--- config.mk ---
export PLATFORM = sky130hd
export DESIGN_NAME = move_path_fifo
export DESIGN_NICKNAME = d
export VERILOG_FILES = /design/src/rtl/maze_pkg.sv /design/src/rtl/move_ram.sv /design/src/rtl/move_path_fifo.sv
export SDC_FILE = /design/constraint.sdc
export NUM_CORES = 1
export LEC_CHECK = 0
export ABC_CLOCK_PERIOD_IN_PS = 4000
export CAP_MARGIN = 10
export CORE_MARGIN = 1
export CORE_UTILIZATION = 40
export DETAILED_ROUTE_END_ITERATION = 6
export GPL_TIMING_DRIVEN = 0
export PLACE_DENSITY = 0.6
export REMOVE_ABC_BUFFERS = 1
export SYNTH_ARGS = -nofsm -noshare
export SYNTH_HDL_FRONTEND = slang
export SYNTH_SLANG_ARGS = --single-unit
--- constraint.sdc ---
create_clock -name clk -period 4 [get_ports clk]
set_input_delay 0.4 -clock clk [delete_from_list [all_inputs] [get_ports clk]]
set_output_delay 0.4 -clock clk [all_outputs]
set_load 0.02 [all_outputs]
--- src/rtl/maze_pkg.sv ---
// Shared types for the maze-solver datapath: move encodings and the
// move-path buffer state machine encoding.
package maze_pkg;

  typedef enum logic [1:0] {
    UP    = 2'd0,
    RIGHT = 2'd1,
    DOWN  = 2'd2,
    LEFT  = 2'd3
  } move_t;

  typedef enum logic {
    LOAD   = 1'b0,
    REPLAY = 1'b1
  } fifo_state_t;

endpackage

--- src/rtl/move_ram.sv ---
// DEPTH x MOVE_W register array: one synchronous write port and one
// asynchronous read port. Contents are not reset.
module move_ram #(
  parameter int MOVE_W = 2,
  parameter int DEPTH  = 256,
  localparam int PW    = $clog2(DEPTH)
) (
  input  logic              clk,
  input  logic              we,
  input  logic [PW-1:0]     waddr,
  input  logic [MOVE_W-1:0] wdata,
  input  logic [PW-1:0]     raddr,
  output logic [MOVE_W-1:0] rdata
);

  logic [MOVE_W-1:0] mem_q [DEPTH];

  always_ff @(posedge clk) begin
    if (we) begin
      mem_q[waddr] <= wdata;
    end
  end

  assign rdata = mem_q[raddr];

endmodule

--- src/rtl/move_path_fifo.sv ---
// Move-path buffer: loads moves from the solver, then replays them FIFO or
// LIFO to the movement controller.
//
// Handshakes: a transfer fires on a cycle where valid and ready are both
// high at the rising edge; valid never depends on ready on the same side.
module move_path_fifo
  import maze_pkg::*;
#(
  parameter int MOVE_W = 2,
  parameter int DEPTH  = 256,
  localparam int CNT_W = $clog2(DEPTH + 1)
) (
  input  logic              clk,
  input  logic              rst,
  input  logic              clear,
  input  logic              push_valid,
  input  logic [MOVE_W-1:0] push_move,
  output logic              push_ready,
  input  logic              mode,
  input  logic              run,
  input  logic              pop_ready,
  output logic              cur_valid,
  output logic [MOVE_W-1:0] cur_move,
  output logic [CNT_W-1:0]  count,
  output logic              full,
  output logic              empty,
  output logic              overflow,
  output logic              replay_done,
  output fifo_state_t       dbg_state
);

  localparam int PW = $clog2(DEPTH);

  fifo_state_t       state_q, state_d;
  logic [PW-1:0]     wr_ptr_q, wr_ptr_d;
  logic [PW-1:0]     rd_ptr_q, rd_ptr_d;
  logic [CNT_W-1:0]  count_q, count_d;
  logic              overflow_q, overflow_d;
  logic              done_q, done_d;
  logic              mode_q, mode_d;

  logic              push_fire, pop_fire;
  logic [PW-1:0]     rd_addr;
  logic [MOVE_W-1:0] rd_data;

  assign full       = (count_q == CNT_W'(DEPTH));
  assign empty      = (count_q == '0);
  assign push_ready = (state_q == LOAD) && !full;
  assign cur_valid  = (state_q == REPLAY) && run && !empty;
  assign push_fire  = push_valid && push_ready;
  assign pop_fire   = cur_valid && pop_ready;

  // LIFO reads the newest entry, one below the write pointer (wraps at 0).
  assign rd_addr  = mode_q ? (wr_ptr_q - PW'(1)) : rd_ptr_q;
  assign cur_move = cur_valid ? rd_data : '0;

  assign count       = count_q;
  assign overflow    = overflow_q;
  assign replay_done = done_q;
  assign dbg_state   = state_q;

  move_ram #(
    .MOVE_W (MOVE_W),
    .DEPTH  (DEPTH)
  ) u_ram (
    .clk   (clk),
    .we    (push_fire && !clear),
    .waddr (wr_ptr_q),
    .wdata (push_move),
    .raddr (rd_addr),
    .rdata (rd_data)
  );

  always_comb begin
    state_d    = state_q;
    wr_ptr_d   = wr_ptr_q;
    rd_ptr_d   = rd_ptr_q;
    count_d    = count_q;
    overflow_d = overflow_q;
    done_d     = 1'b0;
    mode_d     = mode_q;
    if (clear) begin
      state_d    = LOAD;
      wr_ptr_d   = '0;
      rd_ptr_d   = '0;
      count_d    = '0;
      overflow_d = 1'b0;
    end else if (state_q == LOAD) begin
      if (push_fire) begin
        wr_ptr_d = wr_ptr_q + PW'(1);
        count_d  = count_q + CNT_W'(1);
      end
      if (push_valid && full) begin
        overflow_d = 1'b1;
      end
      if (run && !empty) begin
        state_d = REPLAY;
        mode_d  = mode;
      end
    end else if (pop_fire) begin
      count_d = count_q - CNT_W'(1);
      if (mode_q) begin
        wr_ptr_d = wr_ptr_q - PW'(1);
      end else begin
        rd_ptr_d = rd_ptr_q + PW'(1);
      end
      if (count_q == CNT_W'(1)) begin
        state_d = LOAD;
        done_d  = 1'b1;
      end
    end
  end

  always_ff @(posedge clk or negedge rst) begin
    if (!rst) begin
      state_q    <= LOAD;
      wr_ptr_q   <= '0;
      rd_ptr_q   <= '0;
      count_q    <= '0;
      overflow_q <= 1'b0;
      done_q     <= 1'b0;
      mode_q     <= 1'b0;
    end else begin
      state_q    <= state_d;
      wr_ptr_q   <= wr_ptr_d;
      rd_ptr_q   <= rd_ptr_d;
      count_q    <= count_d;
      overflow_q <= overflow_d;
      done_q     <= done_d;
      mode_q     <= mode_d;
    end
  end

endmodule

-- After elaboration in Yosys (flattened, before gate mapping)
Memories as Yosys holds them, arrays and structs flattened.
Index checks and enable logic that the tools add are counted.
W data, S select, Z words.
- add/subtract/negate cells: 5
- $mul: 0
- div/mod/pow operators: 0
- magnitude comparators: 0
- eq/ne operators: 6
- shift-type cells: 0
- mux-type cells: 29
- bitwise logic cells: 2
- reductions and logical operators: 21
- operators with widths (kind ; count):
    $mux W8 ; 10
    $mux W9 ; 4
    $add A8 B1 Y8 const B ; 2
    $mux W1 ; 14
    $add A9 B1 Y9 const B ; 1
    $eq A9 B1 Y1 const B ; 1
    $eq A9 B9 Y1 const B ; 1
    $logic_not A9 Y1 ; 1
    $reduce_and A3 Y1 ; 3
    $sub A9 B1 Y9 const B ; 1
    $logic_and A1 B1 Y1 ; 8
    $sub A8 B1 Y8 const B ; 1
    $ne A3 B2 Y1 const B ; 2
    $reduce_bool A2 Y1 ; 3
    $ne A2 B2 Y1 const B ; 2
    $reduce_and A2 Y1 ; 2
    $logic_not A1 Y1 ; 3
    $reduce_bool A3 Y1 ; 1
    $mux W2 ; 1
    $not A1 Y1 ; 2
- bits in registers: 29
- latch bits: 0
- memory bits (writable): 512
- ROM bits: 0
- output and inout bits: 18
- logic and storage cells: 71
- memories: 1
- memory list (memory ; depth ; width ; read ports ; clocked after memory_dff ; write ports ; RTL line ; source):
    u_ram.mem_q ; 256 ; 2 ; 1 ; 0 ; 1 ; move_ram.sv:16 ; logic [MOVE_W-1:0] mem_q [DEPTH];

-- Longest topological paths before layout
Gate-level depths: netlist of run 1.
- depth in word-level cells: 7
- depth in mapped cells: 14
- gate-level depth less buffers: 10

-- By module
From an unflattened synthesis of run 1, not the netlist that was laid out.
- cell total of the unflattened synthesis: 1478
- area total of the unflattened synthesis: 23397.4 um2
- modules (own cells, without submodules) (module ; instances ; cells each ; area an instance (um2)):
    move_ram ; 1 ; 1240 ; 21341.7
    move_path_fifo ; 1 ; 238 ; 2055.7

-- Worst setup path before layout of run 1
Ideal clock, no wire load.
- path kind: register to output
- start: register wr_ptr_q[0]
- end: output cur_move[0]
- data arrival time: 3.407 ns
- required time: 3.600 ns
- slack: 0.193 ns
- cell stages (with the launch flop): 14
- buffers on the path: 3
- path through: dfrtp_1 -> buf_2 -> inv_1 -> ha_1 -> and2_1 -> clkbuf_1 -> a32oi_2 -> clkbuf_1 -> a211oi_1 -> o41a_1 -> a211oi_1 -> a21boi_1 -> a2111oi_0 -> a211oi_1
- word-level cells in the longest chain between the ends: 4
- ends and longest elaborated chain (element ; RTL line ; source):
    start, declared ; move_path_fifo.sv:35 ; logic [PW-1:0] wr_ptr_q, wr_ptr_d;
    start signal, assigned ; move_path_fifo.sv:125 ; wr_ptr_q <= wr_ptr_d;
    $sub A8 B1 Y8 ; move_path_fifo.sv:54 ; assign rd_addr = mode_q ? (wr_ptr_q - PW'(1)) : rd_ptr_q;
    $mux W8 ; move_path_fifo.sv:54 ;
    $mem_v2 Z256 W2 ; - ;
    $mux W2 ; move_path_fifo.sv:55 ; assign cur_move = cur_valid ? rd_data : '0;
    end, declared ; move_path_fifo.sv:23 ; output logic [MOVE_W-1:0] cur_move,
No other way between the ends.

-- Worst setup path in the final report of run 1
- start: register wr_ptr_q[0]
- end: output cur_move[1]
Same word-level chain as after synthesis.

==> run_results.csv, run 1 <==
group,metric,value,unit
worst_setup_path,reg2reg_slack,750,ps
floorplanning,ios,27,
floorplanning,start_util,0.405,
global_routing,grt_pass1_vias,16100,
sta,slew_violations,0,
worst_setup_path,cp_slowest_cell,"o41a_1",
worst_hold_path,hold_path_class,"in -> async",
worst_setup_path,critPathMaxFanout,5,
layout,seq_area,16100,sq um
sta,worst_slack,-570,ps
route,drt_iter0_markers,2103,
sta,setup_viol,2,
placed_design,pre_cts_slack,-2840,ps
layout,syn_to_final_growth,20.8,%
layout,fillCellCount,4942,
route,ant_nets,0,
logic_synthesis,synth_edf_count,512,
worst_setup_path,crit_top_cell,"buf_4",
clock_network,clk_pin_slew,60,ps
clock_network,clock-sinks,541,
logic_synthesis,avgSynthCellArea,13.3,sq um
route,wl_per_cell,27.9,microns
logic_synthesis,synth_fa_ha_area_frac,0.00535,
placed_design,place_inst,2443,
worst_setup_path,reg2reg_depth,8,
run_status,violations,"setup timing",
route,routed_wl,73600,microns
clock_network,clockBufferDepth,3,
floorplanning,die_h,244,microns
layout,fin_cells,2638,
worst_setup_path,r2r_start,"count[0]",
logic_synthesis,synth_top_family_by_area,"simple AND/OR/NAND/NOR gates",
pwr,p_total,20.7,mW
logic_synthesis,synth_top_area_share,0.657,
logic_synthesis,yosysSeqAreaShare,0.688,
route,viasPerCell,6.13,
worst_setup_path,cp_data_required_time,3600,ps
logic_synthesis,yosysMostFrequentCell,"edfxtp_1",
worst_setup_path,startpoint_type,"flip-flop",
sta,max-slew-margin-rel,0.121,
worst_setup_path,worstReg2RegEnd,"u_ram.mem_q[58][1]",
placed_design,place_congestion,0.841,
clock_network,root_buffer,"clkbuf_16",
logic_synthesis,yosys.area.top_type,"edfxtp_1",
worst_setup_path,critPathTopFamily,"compound AO/OA/AOI/OAI gates",
sta,grt_setup_unrepaired,"true",
sta,setup_tns,-1080,ps
flow_run,drv_cap,0,
run_status,status,"complete, but fails checks",
floorplanning,core,57800,sq um
sta,hold_viol,0,
clock_network,h-tree-depth,2,
clock_network,clk_latency,640,ps
sta,clock_skew,23.8,ps
clock_network,cts_tree,"built",
layout,nets,1845,
global_routing,grt_max_degree,164,
sta,period_share,1.14,
logic_synthesis,synth_cells,1762,
logic_synthesis,synth.area.top_cells,"edfxtp_1 66%, nor2_1 4.7%, a211oi_1 3.8%, dfrtp_1 3.1%, and3_1 3.1%",
worst_setup_path,worstPathArrival,4170,ps
worst_setup_path,slowest_delay,490,ps
logic_synthesis,ys.flop_type,"edfxtp_1",
pwr,ir_drop,0.574,mV
logic_synthesis,synth_compound_area_frac,0.0897,
logic_synthesis,postSynth.asyncResetShare,0.0536,
clock_network,postCtsHoldBufs,0,
route,drc_errors,0,
logic_synthesis,synth.cell_area,23400,sq um
logic_synthesis,yosys.area_share.simple,0.132,
global_routing,grt_pass1_wl,107000,microns
logic_synthesis,yosys_warnings,0,
clock_network,cts_inserted_buffers,56,
layout,drive_gt1_frac,0.179,
logic_synthesis,synth_cell_types,66,
logic_synthesis,muxShareOfSynthArea,0.0511,
sta,fmaxAchievable,219,MHz
worst_setup_path,crit_type,"reg -> out",
route,dr_total_vias,16200,
logic_synthesis,synthTopCellsByCount,"512 x edfxtp_1, 291 x nor2_1, 151 x nand2_1",
worst_setup_path,end_kind,"output port",
logic_synthesis,synth-seq-cells,541,
placed_design,portBuffers,26,
sta,tightest_slew,1310,ps
floorplanning,rows,88,
route,first_pass_iters,6,
pwr,leakagePower,9.29,nW
global_routing,antenna_found_initial,4,
placed_design,hpwl,37500,microns
global_routing,grt-ovfl-total,0,
floorplanning,dieArea,59500,sq um
sta,fin_crit,4570,ps
worst_setup_path,cp_num_buf_inv,3,
layout,multi_input_area,7360,sq um
global_routing,grt.total_usage,0.248,
pwr,powerDensity,731,nW/um^2
floorplanning,die_w,244,microns
logic_synthesis,synth-xor-area-share,0.00636,
worst_setup_path,crit_chain,"inv_4 -> ha_4 -> xnor2_4 -> a2111o_2 -> buf_4 -> a211oi_1 -> o41a_1 -> a211oi_4 -> a21boi_4 -> o41ai_2 -> a22oi_2 -> buf_4",
## cell usage in the layout, fill, tap and decap left out, types with 26 or more instances in the layout
cell type / n
a211oi_1: 108
a32oi_1: 29
and3_1: 115
buf_4: 58
clkbuf_16: 59
edfxtp_1: 512
mux2i_1: 41
mux4_2: 26
nand2_1: 147
nand3_1: 42
nor2_1: 288
## layout make-up
| cell class | count | share of cell area |
|---|---|---|
| Clock buffer | 68 | 0.0526 |
| Clock inverter | 36 | 0.0146 |
| Tap cell | 765 | 0.0339 |
| Sequential cell | 541 | 0.570 |
| Antenna cell | 1 | 0.0000885 |
| Inverter | 16 | 0.00235 |
| Timing Repair Buffer | 137 | 0.0659 |
| Multi-Input combinational cell | 1074 | 0.260 |
## routing by layer
metal | GRT usage | wire length, microns | vias to the layer above | part of all wire
li1 | - | - | 6863 | -
met1 | 0.341 | 29600 | 8215 | 0.40
met2 | 0.381 | 33300 | 900 | 0.45
met3 | 0.0550 | 7770 | 196 | 0.11
met4 | 0.0960 | 2860 | 4 | 0.039
met5 | 0 | 27 | - | 0.00037
## stage by stage
stage	utilization	area (sq um)	hold slack [ps]
3_5_place_dp	0.430	24800	508
4_1_cts	0.486	28100	215
3_3_place_gp	0.416	24000	513
6_report	0.489	28300	209
5_1_grt	0.489	28300	262
2_1_floorplan	-	22800	104
## sequential cells by signal, summed over array words and instances, names as in the netlist
signal and count:
replay_done 1, rd_ptr_q 8, wr_ptr_q 8, dbg_state 1, u_ram.mem_q 512, count 9
mode_q 1, overflow 1
## cells by family (layout without fill, tap and decap cells)
group	after synthesis	after routing
multiplexers	85	85
AND/OR/NAND/NOR	679	687
other	0	1
adder cells (fa/ha/maj)	10	10
flip-flops	541	541
buffers and inverters	157	257
XOR/XNOR	17	17
AO/OA/AOI/OAI	273	275
## worst max path at each step
stage	end	depth (start not counted)	startpoint
4_1_cts	cur_move[1]	10	mode_q
5_1_grt	cur_move[1]	10	mode_q
2_1_floorplan	cur_move[1]	8	mode_q
3_3_place_gp	cur_move[0]	9	mode_q
6_report	cur_move[1]	12	wr_ptr_q[0]
3_5_place_dp	cur_move[0]	10	mode_q
## repair_timing
| action | CTS | global route |
|---|---|---|
| pin swaps | 31 | 13 |
| cloned | 17 | 0 |
| setup buffers | 59 | 13 |
| endpoints found under the setup margin | 2 | 2 |
| resized for setup | 101 | 19 |
## power breakdown
group / leakage (nW) / switching, mW / internal [mW]
sequential: 4.98 / 0.191 / 6.28
clock: 0.920 / 2.24 / 3.22
combinational: 3.39 / 5.35 / 3.39
Power figures use the tool's default switching activity.
==> run 2, diff against run 1 <==
--- a/config.mk
+++ b/config.mk
@@ -5,14 +5,16 @@
 export SDC_FILE = /design/constraint.sdc
 export NUM_CORES = 1
 export LEC_CHECK = 0
-export ABC_CLOCK_PERIOD_IN_PS = 4000
+export ABC_CLOCK_PERIOD_IN_PS = 4900
 export CAP_MARGIN = 10
+export CORE_ASPECT_RATIO = 1.4
 export CORE_MARGIN = 1
 export CORE_UTILIZATION = 40
 export DETAILED_ROUTE_END_ITERATION = 6
 export GPL_TIMING_DRIVEN = 0
 export PLACE_DENSITY = 0.6
 export REMOVE_ABC_BUFFERS = 1
+export SKIP_LAST_GASP = 1
 export SYNTH_ARGS = -nofsm -noshare
 export SYNTH_HDL_FRONTEND = slang
 export SYNTH_SLANG_ARGS = --single-unit
==> constraint.sdc (replaced) <==
create_clock -name clk -period 4.9 [get_ports clk]
set_input_delay 0.49 -clock clk [delete_from_list [all_inputs] [get_ports clk]]
set_output_delay 0.49 -clock clk [all_outputs]
set_load 0.02 [all_outputs]
==> run_results.csv, run 2 (same netlist as run 1, synthesis figures left out) <==
group,metric,value,unit
layout,fillCellCount,4977,
pwr,powerDensity,570,nW/um^2
floorplanning,rows,104,
route,first_pass_iters,6,
floorplanning,die_h,288,microns
global_routing,met3_usage,0.0306,
worst_setup_path,end_kind,"output port",
placed_design,portBuffers,26,
clock_network,h-tree-depth,2,
route,dr_total_vias,15700,
clock_network,clk_latency,600,ps
placed_design,hpwl,39100,microns
pwr,sw_frac_of_total,0.376,
layout,layout_common_cells,"512 x edfxtp_1, 290 x nor2_1, 148 x nand2_1",
clock_network,clk_pin_slew,60,ps
worst_hold_path,hold_path_class,"in -> reg",
global_routing,grt_use_met1,0.287,
clock_network,cts_tree,"built",
pwr,clkPwrFrac,0.249,
layout,largest_reg_flops,512,
placed_design,place_area,24800,sq um
worst_setup_path,crit_type,"reg -> out",
pwr,combPwrFrac,0.411,
route,routed_wl,70200,microns
layout,fin_cells,2563,
worst_setup_path,worstPathArrival,4330,ps
pwr,p_int,9.72,mW
route,drt_iter0_markers,1670,
run_status,status,"finished clean",
global_routing,grt_max_degree,166,
global_routing,grt_pass1_wl,102000,microns
clock_network,root_buffer,"clkbuf_16",
pwr,p_sw,5.87,mW
sta,fmaxAchievable,208,MHz
global_routing,grt-ovfl-total,0,
worst_setup_path,critPathMaxFanout,22,
layout,largest_register,"u_ram.mem_q",
route,viasPerCell,6.14,
sta,clock_skew,22.1,ps
sta,period_share,0.983,
floorplanning,start_util,0.406,
worst_setup_path,cp_data_required_time,4410,ps
sta,fin_crit,4820,ps
layout,final_common_cell,"edfxtp_1",
sta,max-slew-margin-rel,0.0960,
clock_network,clockBufferDepth,3,
sta,slew_violations,0,
clock_network,cts_inserted_buffers,50,
layout,drive_gt1_frac,0.145,
sta,grt_setup_unrepaired,"false",
route,wl_per_cell,27.4,microns
clock_network,clock-sinks,541,
global_routing,gr-max-usage-layer,"met2",
floorplanning,core,57600,sq um
floorplanning,ios,27,
global_routing,grt_pass1_vias,15800,
sta,tightest_slew,1350,ps
pwr,p_seq_frac,0.339,
worst_setup_path,startpoint_type,"flip-flop",
sta,hold_viol,0,
placed_design,place_congestion,0.794,
layout,nets,1798,
pwr,ir_drop,0.391,mV
floorplanning,dieArea,59500,sq um
sta,setup_viol,0,
global_routing,grt.total_usage,0.236,
placed_design,place_inst,2421,
global_routing,grt_use_met2,0.395,
floorplanning,die_w,206,microns
pwr,leakagePower,8.91,nW
global_routing,antenna_found_initial,0,
layout,final_area,27300,sq um
route,drc_errors,0,
layout,syn_to_final_growth,16.8,%
route,ant_nets,0,
flow_run,drv_cap,0,
sta,hold_slack,403,ps
run 2: cell count changes in the layout (fill, tap and decap cells not counted), sizes merged:
cell           delta
clkdlybuf4s50     -1
clkbuf            -2
bufinv            -6
inv               +1
clkinvlp          -2
dlygate4sd3       +1
or2               -1
and2              -1
a2111o            -1
bufbuf            -1
nand2             -2
buf              -37
run 2: per-stage QoR:
stage	TNS, ps	utilization	total power, mW	setup slack, ps
floorplan	-5460	-	8.32	-2750
global placement	-1941150	0.416	10.3	-8430
detailed placement	-3690	0.431	10.7	-1910
CTS	-39.1	0.472	15.5	-39.1
global route	0	0.474	16.0	6.00
finish	0	0.474	15.6	82.7
run 2: final cells by class:
cell class	count	area [sq um]	area share
flip-flops and latches	541	16100	0.589
multi-input cells	1069	7130	0.261
repair buffers	101	1480	0.0542
clock buffers	64	1400	0.0511
well taps	742	928	0.0339
clock inverters	29	233	0.00851
inverters	16	60.1	0.00220
diodes	1	2.50	0.0000915
run 2: final timing paths:
| check | from | endpoint | slack [ps] | cells after the start |
|---|---|---|---|---|
| max in group asynchronous | rst | mode_q | 3930 | 2 |
| min in group asynchronous | rst | wr_ptr_q[6] | 470 | 2 |
| worst max-delay path | wr_ptr_q[2] | cur_move[0] | 80 | 10 |
| worst min register to register | overflow | overflow | 530 | 2 |
| worst min-delay path | push_move[1] | u_ram.mem_q[77][1] | 400 | 1 |
| worst max register to register | count[0] | u_ram.mem_q[50][0] | 1780 | 8 |
run 2: critical path, stage by stage (launching register included):
cell       delay (ps)
dfrtp_2           600
or4_1             730
o21ai_0           320
a31oi_2           220
or2_2             430
a211oi_4          230
buf_4             200
a21boi_2          260
a2111oi_1         100
a211oi_2          390
clkbuf_2          250
run 2: power groups by stage:
| stage | Sequential [mW] | Clock (mW) | Combinational [mW] |
|---|---|---|---|
| 6_report | 5.29 | 3.89 | 6.41 |
| 5_1_grt | 5.30 | 4.08 | 6.65 |
| 4_1_cts | 5.29 | 3.92 | 6.25 |
| 3_5_place_dp | 5.40 | 0 | 5.27 |
| 3_3_place_gp | 5.44 | 0 | 4.87 |
| 2_1_floorplan | 5.37 | 0 | 2.95 |
run 2: metal layers:
metal | wire length, microns | vias up
met2 | 34800 | 739
met3 | 4550 | 232
met5 | 0 | -
met4 | 4880 | 0
met1 | 26000 | 7991
li1 | - | 6770
run 2: what timing repair did:
action                                  in CTS  in global routing
pin swaps                                   14                  6
resized for setup                           58                  9
hold buffers                                 1                  0
endpoints found under the hold margin       29                  0
cloned                                      10                  2
endpoints found under the setup margin       2                  2
buffers inserted                            32                  2
